File: src/rtl/sprite_mover.sv
// Tile-aware sprite mover: buffers a keyboard direction request, checks maze walls
// over a tile-query handshake and steps the sprite once per frame tick.
module sprite_mover #(
    parameter int TILE_BITS = 3,
    parameter int MAZE_W    = 28,
    parameter int MAZE_H    = 31,
    parameter int STEP      = 1,
    parameter int START_X   = 104,
    parameter int START_Y   = 184,
    parameter int SIZE      = 8
) (
    input  logic       Clk,
    input  logic       Reset,
    input  logic       frame_tick,
    input  logic [7:0] keycode,
    output logic       wall_req,
    output logic [4:0] wall_x,
    output logic [4:0] wall_y,
    input  logic       wall_ack,
    input  logic       wall_hit,
    output logic [9:0] SpriteX,
    output logic [9:0] SpriteY,
    output logic [9:0] SpriteS,
    output logic [1:0] Dir,
    output logic       Moving
);

    typedef enum logic [1:0] {DIR_RIGHT = 2'b00, DIR_LEFT = 2'b01, DIR_UP = 2'b10, DIR_DOWN = 2'b11} dir_e;
    typedef enum logic [1:0] {IDLE, TURN_Q, FWD_Q, MOVE} state_e;

    localparam logic [9:0] X_SPAN   = 10'(MAZE_W * (1 << TILE_BITS));
    localparam logic [9:0] STEP_V   = 10'(STEP);
    localparam logic [4:0] COL_LAST = 5'(MAZE_W - 1);
    localparam logic [4:0] ROW_LAST = 5'(MAZE_H - 1);

    state_e     state, state_next;
    dir_e       dir, req_dir, new_dir, launch_dir, key_dir;
    logic       req_valid, moving, fake_hit;
    logic [9:0] sprite_x, sprite_y;

    logic       key_hit, aligned, pending, ack_eff, hit_eff;
    logic       launch, drop_req, set_dir, clr_req, set_moving, moving_next, do_step;
    logic [4:0] col, row, tgt_col, tgt_row;
    logic       row_ok;

    assign SpriteX = sprite_x;
    assign SpriteY = sprite_y;
    assign SpriteS = 10'(SIZE);
    assign Dir     = dir;
    assign Moving  = moving;

    assign aligned = (sprite_x[TILE_BITS-1:0] == '0) && (sprite_y[TILE_BITS-1:0] == '0);
    // A query whose target row is off the maze is answered internally as a wall.
    assign pending = wall_req | fake_hit;
    assign ack_eff = fake_hit | (wall_req & wall_ack);
    assign hit_eff = fake_hit | wall_hit;

    always_comb begin
        key_hit = 1'b1;
        key_dir = DIR_RIGHT;
        case (keycode)
            8'h07:   key_dir = DIR_RIGHT;
            8'h04:   key_dir = DIR_LEFT;
            8'h1A:   key_dir = DIR_UP;
            8'h16:   key_dir = DIR_DOWN;
            default: key_hit = 1'b0;
        endcase
    end

    always_comb begin
        col     = 5'(sprite_x >> TILE_BITS);
        row     = 5'(sprite_y >> TILE_BITS);
        tgt_col = col;
        tgt_row = row;
        row_ok  = 1'b1;
        case (launch_dir)
            DIR_RIGHT: tgt_col = (col == COL_LAST) ? 5'd0 : col + 5'd1;
            DIR_LEFT:  tgt_col = (col == 5'd0) ? COL_LAST : col - 5'd1;
            DIR_UP:    if (row == 5'd0) row_ok = 1'b0; else tgt_row = row - 5'd1;
            default:   if (row == ROW_LAST) row_ok = 1'b0; else tgt_row = row + 5'd1;
        endcase
    end

    always_ff @(posedge Clk) begin
        if (Reset) state <= IDLE;
        else       state <= state_next;
    end

    // NOTE: every output of this block gets a default first so no latch is inferred.
    always_comb begin
        state_next  = state;
        launch      = 1'b0;
        launch_dir  = dir;
        drop_req    = 1'b0;
        set_dir     = 1'b0;
        new_dir     = req_dir;
        clr_req     = 1'b0;
        set_moving  = 1'b0;
        moving_next = moving;
        do_step     = 1'b0;
        case (state)
            IDLE: if (frame_tick) begin
                if (req_valid && moving && (req_dir == dir_e'(dir ^ 2'b01))) begin
                    set_dir    = 1'b1;
                    clr_req    = 1'b1;
                    state_next = MOVE;
                end else if (!aligned) begin
                    state_next = MOVE;
                end else if (req_valid && (req_dir != dir)) begin
                    launch     = 1'b1;
                    launch_dir = req_dir;
                    state_next = TURN_Q;
                end else begin
                    clr_req    = (req_dir == dir);
                    launch     = 1'b1;
                    state_next = FWD_Q;
                end
            end
            TURN_Q: if (ack_eff) begin
                drop_req = 1'b1;
                if (!hit_eff) begin
                    set_dir     = 1'b1;
                    clr_req     = 1'b1;
                    set_moving  = 1'b1;
                    moving_next = 1'b1;
                    state_next  = MOVE;
                end else begin
                    state_next  = FWD_Q;
                end
            end
            FWD_Q: begin
                // After a blocked turn the forward query is issued one cycle later.
                if (!pending) begin
                    launch = 1'b1;
                end else if (ack_eff) begin
                    drop_req    = 1'b1;
                    set_moving  = 1'b1;
                    moving_next = !hit_eff;
                    state_next  = MOVE;
                end
            end
            default: begin
                do_step    = moving;
                state_next = IDLE;
            end
        endcase
    end

    always_ff @(posedge Clk) begin
        if (Reset) begin
            sprite_x  <= 10'(START_X);
            sprite_y  <= 10'(START_Y);
            dir       <= DIR_LEFT;
            moving    <= 1'b0;
            req_dir   <= DIR_LEFT;
            req_valid <= 1'b0;
            wall_req  <= 1'b0;
            fake_hit  <= 1'b0;
            wall_x    <= '0;
            wall_y    <= '0;
        end else begin
            if (launch) begin
                wall_x   <= tgt_col;
                wall_y   <= tgt_row;
                wall_req <= row_ok;
                fake_hit <= !row_ok;
            end else if (drop_req) begin
                wall_req <= 1'b0;
                fake_hit <= 1'b0;
            end
            if (set_dir)    dir    <= new_dir;
            if (set_moving) moving <= moving_next;
            // A key landing on the same edge as a clear wins; it applies next tick.
            if (key_hit) begin
                req_dir   <= key_dir;
                req_valid <= 1'b1;
            end else if (clr_req) begin
                req_valid <= 1'b0;
            end
            if (do_step) begin
                case (dir)
                    DIR_RIGHT: sprite_x <= (sprite_x + STEP_V >= X_SPAN) ? 10'd0 : sprite_x + STEP_V;
                    DIR_LEFT:  sprite_x <= (sprite_x < STEP_V) ? X_SPAN - STEP_V : sprite_x - STEP_V;
                    DIR_UP:    sprite_y <= sprite_y - STEP_V;
                    default:   sprite_y <= sprite_y + STEP_V;
                endcase
            end
        end
    end

endmodule

File: config.mk
export PLATFORM = sky130hd
export DESIGN_NAME = sprite_mover
export DESIGN_NICKNAME = d
export VERILOG_FILES = /design/src/rtl/sprite_mover.sv
export SDC_FILE = /design/constraint.sdc
export NUM_CORES = 1
export LEC_CHECK = 0
export BUFFER_PORTS_ARGS = -buffer_cell sky130_fd_sc_hd__buf_2
export CAP_MARGIN = 20
export CORE_UTILIZATION = 51
export CTS_CLUSTER_SIZE = 30
export DETAILED_ROUTE_END_ITERATION = 6
export PLACE_DENSITY_LB_ADDON = 0.3
export REMOVE_ABC_BUFFERS = 1
export SKIP_CTS_REPAIR_TIMING = 1
export SYNTH_ARGS = -nofsm -noshare
export SYNTH_HDL_FRONTEND = slang
export SYNTH_SLANG_ARGS = --single-unit
File: constraint.sdc
create_clock -name Clk -period 2.58 [get_ports Clk]
set_input_delay 0.129 -clock Clk [delete_from_list [all_inputs] [get_ports Clk]]
set_output_delay 0.129 -clock Clk [all_outputs]
set_load 0.05 [all_outputs]
==> run metrics, run 1 <==
max_cap viols 0; final non-filler cell total 565; leakage power 1.592 nW; number of enable flip-flop cells after synthesis 0; Layout Utilization around 62%; Hold Path Class input pin to flip-flop; DP Cell Count 557; Hold WS 96.50 ps; Unique masters post-synth 58; Synth area leader dfxtp_1; most frequent cells in the layout nor2_1 (46), buf_2 (46), dfxtp_1 (40), nand2_1 (38); Syn Std Cell Area 3256 sq um; Slew @ Worst Pin 707.8 ps; Main synth FF type dfxtp_1; Global Route Usage Sum 26.92%; clock sink count 40; Pins Over Slew Limit 0; Worst EP arrival 2630 ps; CTS H-tree lvls 2; # IOs 57; number of global-route vias before repair between 3000 and 4000; IO buf count 46; status complete, no violations; total CTS buffers 5; Mapped Cells approximately 440; yosys warns 0; Setup violations, final 0; startpoint types flip-flop; Chip Height 81.90 microns; routability cong. 0.9665; largest net degree at the start of global routing 35; crit path max fanout 7; vias between 3000 and 4000; ant diodes 0; Die Wd 81.90 microns; # rows 28; hpwl dp 6235 microns; drt total wl about 8600 microns; PwrDens 534.9 nW/um^2; clock insertion delay at the later pin of the skew report 300 ps; cells taking the most area after synthesis dfxtp_1 (25%), ha_1 (8.1%), nor2_1 (5.3%); post-synthesis sequential area ratio ~25%; vias per std cell 6.039; Worst VDD drop 0.0005589 V; drt pass-1 iters 6; Tmin final between 2000 and 2500 ps; Yosys reg bits 40; CTS Root Cell clkbuf_8; Routed WL per cell approximately 15 microns; CTS clk-pin slew, worst paths 80 ps; ratio of cells with drive above 1 in the final layout 18.57%; worst endpoint required time 2740 ps; Async S/R FF share, synth 0%; Nets 524; Antenna Nets Post-Route 0; Critical Path End Type flip-flop; grt ovf 0; Peak Freq 405.2 MHz; CTS tree done; Worst Skew 2.752 ps; die area approximately 6700 sq um; syn_area_per_cell 7.382 sq um; DR DRC count 0; first-pass GRT wire length 14010 microns; crit path kind flip-flop to flip-flop; Slew HR between 50 and 60%; initial antenna violation count 0; area share of the largest cell type after synthesis 24.60%; unrepaired setup endpoints after global routing no; Period Utilization, post-route between 90% and 100%; Initial Util between 50% and 60%; CORE AREA 6026 sq um; Layout area overhead 15.07%; Initial DRC Count 278; final hold vios 0; maximum clock path buffer count 2
## final cells by class
cell class	count	area [sq um]
clock buffers	7	96.34
clock inverters	1	30.03
fillers	566	2280
inverters	17	63.81
multi-input cells	357	2266
flip-flops and latches	40	800.8
well taps	75	93.84
repair buffers	68	395.4
## power by group
group | switching, mW | internal [mW] | leakage (nW)
registers | 0.0482 | 0.684 | 0.326
clock network | 0.232 | 0.341 | 0.0645
logic | 0.492 | 0.207 | 1.20
## per-stage QoR
stage / instance area, sq um / setup slack [ps] / setup TNS [ps] / power, mW
floorplan: 3105 / -346.7 / -1634 / 1.255
global placement: 3595 / 178.4 / 0 / 1.417
detailed placement: 3595 / 133.7 / 0 / 1.427
CTS: 3721 / 3.727 / 0 / 2.005
global route: 3746 / 2.491 / 0 / 2.106
finish: 3746 / 112.3 / 0 / 2.004
## synth_stat cells (4+ instances only)
cell,instances
nand4_1,7
xor2_1,7
ha_1,21
nor2_1,46
mux2i_1,10
nor3_1,18
dfxtp_1,40
or2_2,5
clkbuf_1,22
a21oi_1,29
o21ai_0,29
nor4_1,9
nor3b_1,4
nor2b_1,5
nand3_1,20
nand2_1,38
and3_1,6
buf_4,11
nand2b_1,7
a211oi_1,9
a31oi_1,6
inv_1,16
o21a_1,7
o211ai_1,7
xnor2_1,8
a21o_1,5
## final timing paths
kind | start | endpoint | slack (ps) | cells past startpoint
setup / recovery | SpriteX[0]$_SDFFE_PP0P_ | wall_x[1]$_SDFFE_PP0P_ | 110 | 10
hold / removal | wall_hit | Moving$_SDFFE_PP0P_ | 100 | 3
setup reg to reg | SpriteX[0]$_SDFFE_PP0P_ | wall_x[1]$_SDFFE_PP0P_ | 110 | 10
hold reg to reg | wall_x[0]$_SDFFE_PP0P_ | wall_x[0]$_SDFFE_PP0P_ | 470 | 2
## routing by layer
layer	vias up	wire [microns]	global-route usage [%]	part of all wire, %
li1	1676	-	-	-
met1	1575	3929	36.01	46
met2	136	3946	42.89	46
met3	25	556	3.444	6.4
met4	0	196	11.93	2.3
met5	-	0	0	0
## critical path: stages, from the launching register on
cell and delay (ps):
dfxtp_1 320, inv_1 110, ha_1 150, or4b_4 480, nor3_4 200, nand2_2 110
buf_4 170, mux2i_1 310, a21oi_1 120, a2111oi_2 280, nor3_1 90
## kinds of logic (layout without fill, tap and decap cells)
| logic type | Yosys count | after routing | share of synthesized area (%) |
|---|---|---|---|
| AOI/OAI and AO/OA | 118 | 118 | 23.41 |
| xor gates and xnor gates | 15 | 15 | 4.035 |
| adders and majority gates | 22 | 22 | 8.686 |
| buffers and inverters | 52 | 93 | 7.494 |
| DFF | 40 | 40 | 24.60 |
| muxes | 12 | 12 | 3.843 |
| other | 2 | 10 | 0.2307 |
| and+or+nand+nor | 180 | 180 | 27.71 |
## sequential cells by signal, indices dropped and copies added (netlist names)
signal / count
wall_y: 5
SpriteX: 10
req_valid: 1
wall_x: 5
new_dir: 2
SpriteY: 10
Dir: 2
Moving: 1
state: 2
fake_hit: 1
wall_req: 1
Note: power is estimated with default switching activity, not from simulation.
==> run 2, diff against run 1 <==
Settings changed: BUFFER_PORTS_ARGS -buffer_cell sky130_fd_sc_hd__buf_2 to not set, CORE_UTILIZATION 51 to 35, DONT_BUFFER_PORTS set to 1.
==> run 2 against run 1 <==
Sequential share of layout area up 0.20 points. Clock power down 3%. Critical path depth unchanged. The run now ends with DRC, hold timing left. Largest cell class unchanged. Clock-buffer cell count down 2.
==> run metrics, run 2 (synthesized netlist as in run 1, its figures left out) <==
status complete, but fails checks; violated checks DRC, hold timing; ant diodes 0; Hold Path Class input pin to flip-flop; overall power between 1.5 and 2 mW; routability cong. 0.9243; TNS Setup 0 ps; Switching Share 41.27%; Combinational Power Share around 26%; Routed WL per cell 16.22 microns; DR DRC count 4; final hold vios 1; ratio of cells with drive above 1 in the final layout 13.98%; initial antenna violation count 0; Slew @ Worst Pin 562.1 ps; most frequent cells in the layout nor2_1 (46), buf_4 (42), dfxtp_1 (40), nand2_1 (38); CP bufs+invs 2; setup ws final 127.4 ps; P_sw 0.8081 mW; Peak Freq 407.7 MHz; crit path kind flip-flop to flip-flop; clock insertion delay at the later pin of the skew report 310 ps; drt pass-1 iters 7; sequential share of power 45.9%; CTS H-tree lvls 2; most common cell after layout, fill and taps aside nor2_1; Internal 1.150 mW; Worst EP arrival ~2700 ps; vias per std cell between 5 and 6; grt ovf 0; CP max-delay cell or4b_4; area of the multi-input gates around 2300 sq um; worst endpoint required time roughly 2800 ps; IO buf count 0; Pins Over Slew Limit 0; total CTS buffers 5; Hold WS -1.558 ps; # IOs 57; Antenna Nets Post-Route 0; crit path max fanout 6; Worst Skew between 15 and 20 ps; hpwl dp 6859 microns; Critical Path End Type flip-flop; largest net degree at the start of global routing 35; CTS tree done; maximum clock path buffer count 2; Slew HR between 60% and 70%; pre-CTS setup slack 82.34 ps; first-pass GRT wire length ~15000 microns; Clock Power Share 28.4%; PwrDens around 530 nW/um^2; drt total wl 9292 microns; worst reg2reg path depth 10; max_cap viols 0; Worst VDD drop 0.0003246 V; startpoint types flip-flop; Die Wd 98.45 microns; reg2reg setup slack 130 ps; Initial Util 36.79%; Tmin final 2453 ps; Nets between 400 and 500; Chip Height 98.45 microns; CORE AREA 8848 sq um; worst path cell trace inv_2 -> ha_1 -> or4b_4 -> nor3_4 -> nand2_2 -> mux2i_4 -> buf_4 -> o31ai_1 -> mux2i_1 -> o221a_2; Layout fillers about 920; leakage power ~1.5 nW; unrepaired setup endpoints after global routing no; WHS Path Cells 2; Layout area overhead 13.99%; number of global-route vias before repair around 3000; Period Utilization, post-route between 90% and 100%; Layout Utilization a little over two fifths; # rows 34; Initial DRC Count approximately 220; register area 800.8 sq um; CTS clk-pin slew, worst paths 90 ps; Setup violations, final 0; CTS Root Cell clkbuf_8; CP delay by family, top simple AND/OR/NAND/NOR gates; Levels on crit path 10; die area 9691 sq um; Global Route Usage Sum 19.02%; vias 3313; slowest stage delay, CP 490 ps; clock sink count 40
==> run 2: area by class of cell <==
type / count / area share (%)
well taps: 108 / 3.641
multi-input cells: 357 / 60.92
flip-flops and latches: 40 / 21.58
clock inverters: 3 / 1.247
repair buffers: 43 / 9.036
inverters: 17 / 1.719
clock buffers: 5 / 1.854
==> run 2: worst register-to-register path, stage by stage, from the launching register on <==
cell and delay (ps):
dfxtp_1 320, inv_2 80, ha_1 160, or4b_4 490, nor3_4 200, nand2_2 110
mux2i_4 220, buf_4 180, o31ai_1 250, mux2i_1 110, o221a_2 230
==> run 2: through the flow <==
stage / area, sq um / instances / hold slack [ps]
4_1_cts: 3664 / 571 / -126.6
2_1_floorplan: 3105 / 414 / 198.1
3_5_place_dp: 3548 / 563 / 209.7
6_report: 3711 / 573 / -1.558
3_3_place_gp: 3548 / 563 / 209.3
5_1_grt: 3711 / 573 / 11.55
==> run 2: power groups by stage <==
stage                     registers (mW)  clock network (mW)  logic, mW
final                              0.898               0.555      0.505
after global routing               0.909               0.587      0.558
after CTS                          0.899               0.563      0.481
after detailed placement           0.913                   0      0.475
after global placement             0.913                   0      0.467
after floorplan                    0.925                   0      0.331
==> run 2: path summary, 6_finish.rpt <==
check,start,end
worst max register to register,SpriteX[0]$_SDFFE_PP0P_,wall_y[1]$_SDFFE_PP0P_
worst min-delay path,keycode[1],new_dir[1]$_SDFFE_PP0P_
worst max-delay path,SpriteX[0]$_SDFFE_PP0P_,wall_y[1]$_SDFFE_PP0P_
worst min register to register,SpriteX[0]$_SDFFE_PP0P_,SpriteX[0]$_SDFFE_PP0P_
==> run 2: routing by layer <==
layer	track usage, %	up-vias	routed length [microns]
li1	-	1627	-
met5	0	-	0
met1	24.49	1569	4179
met4	4.018	0	59
met2	31.85	110	4338
met3	5.248	7	714
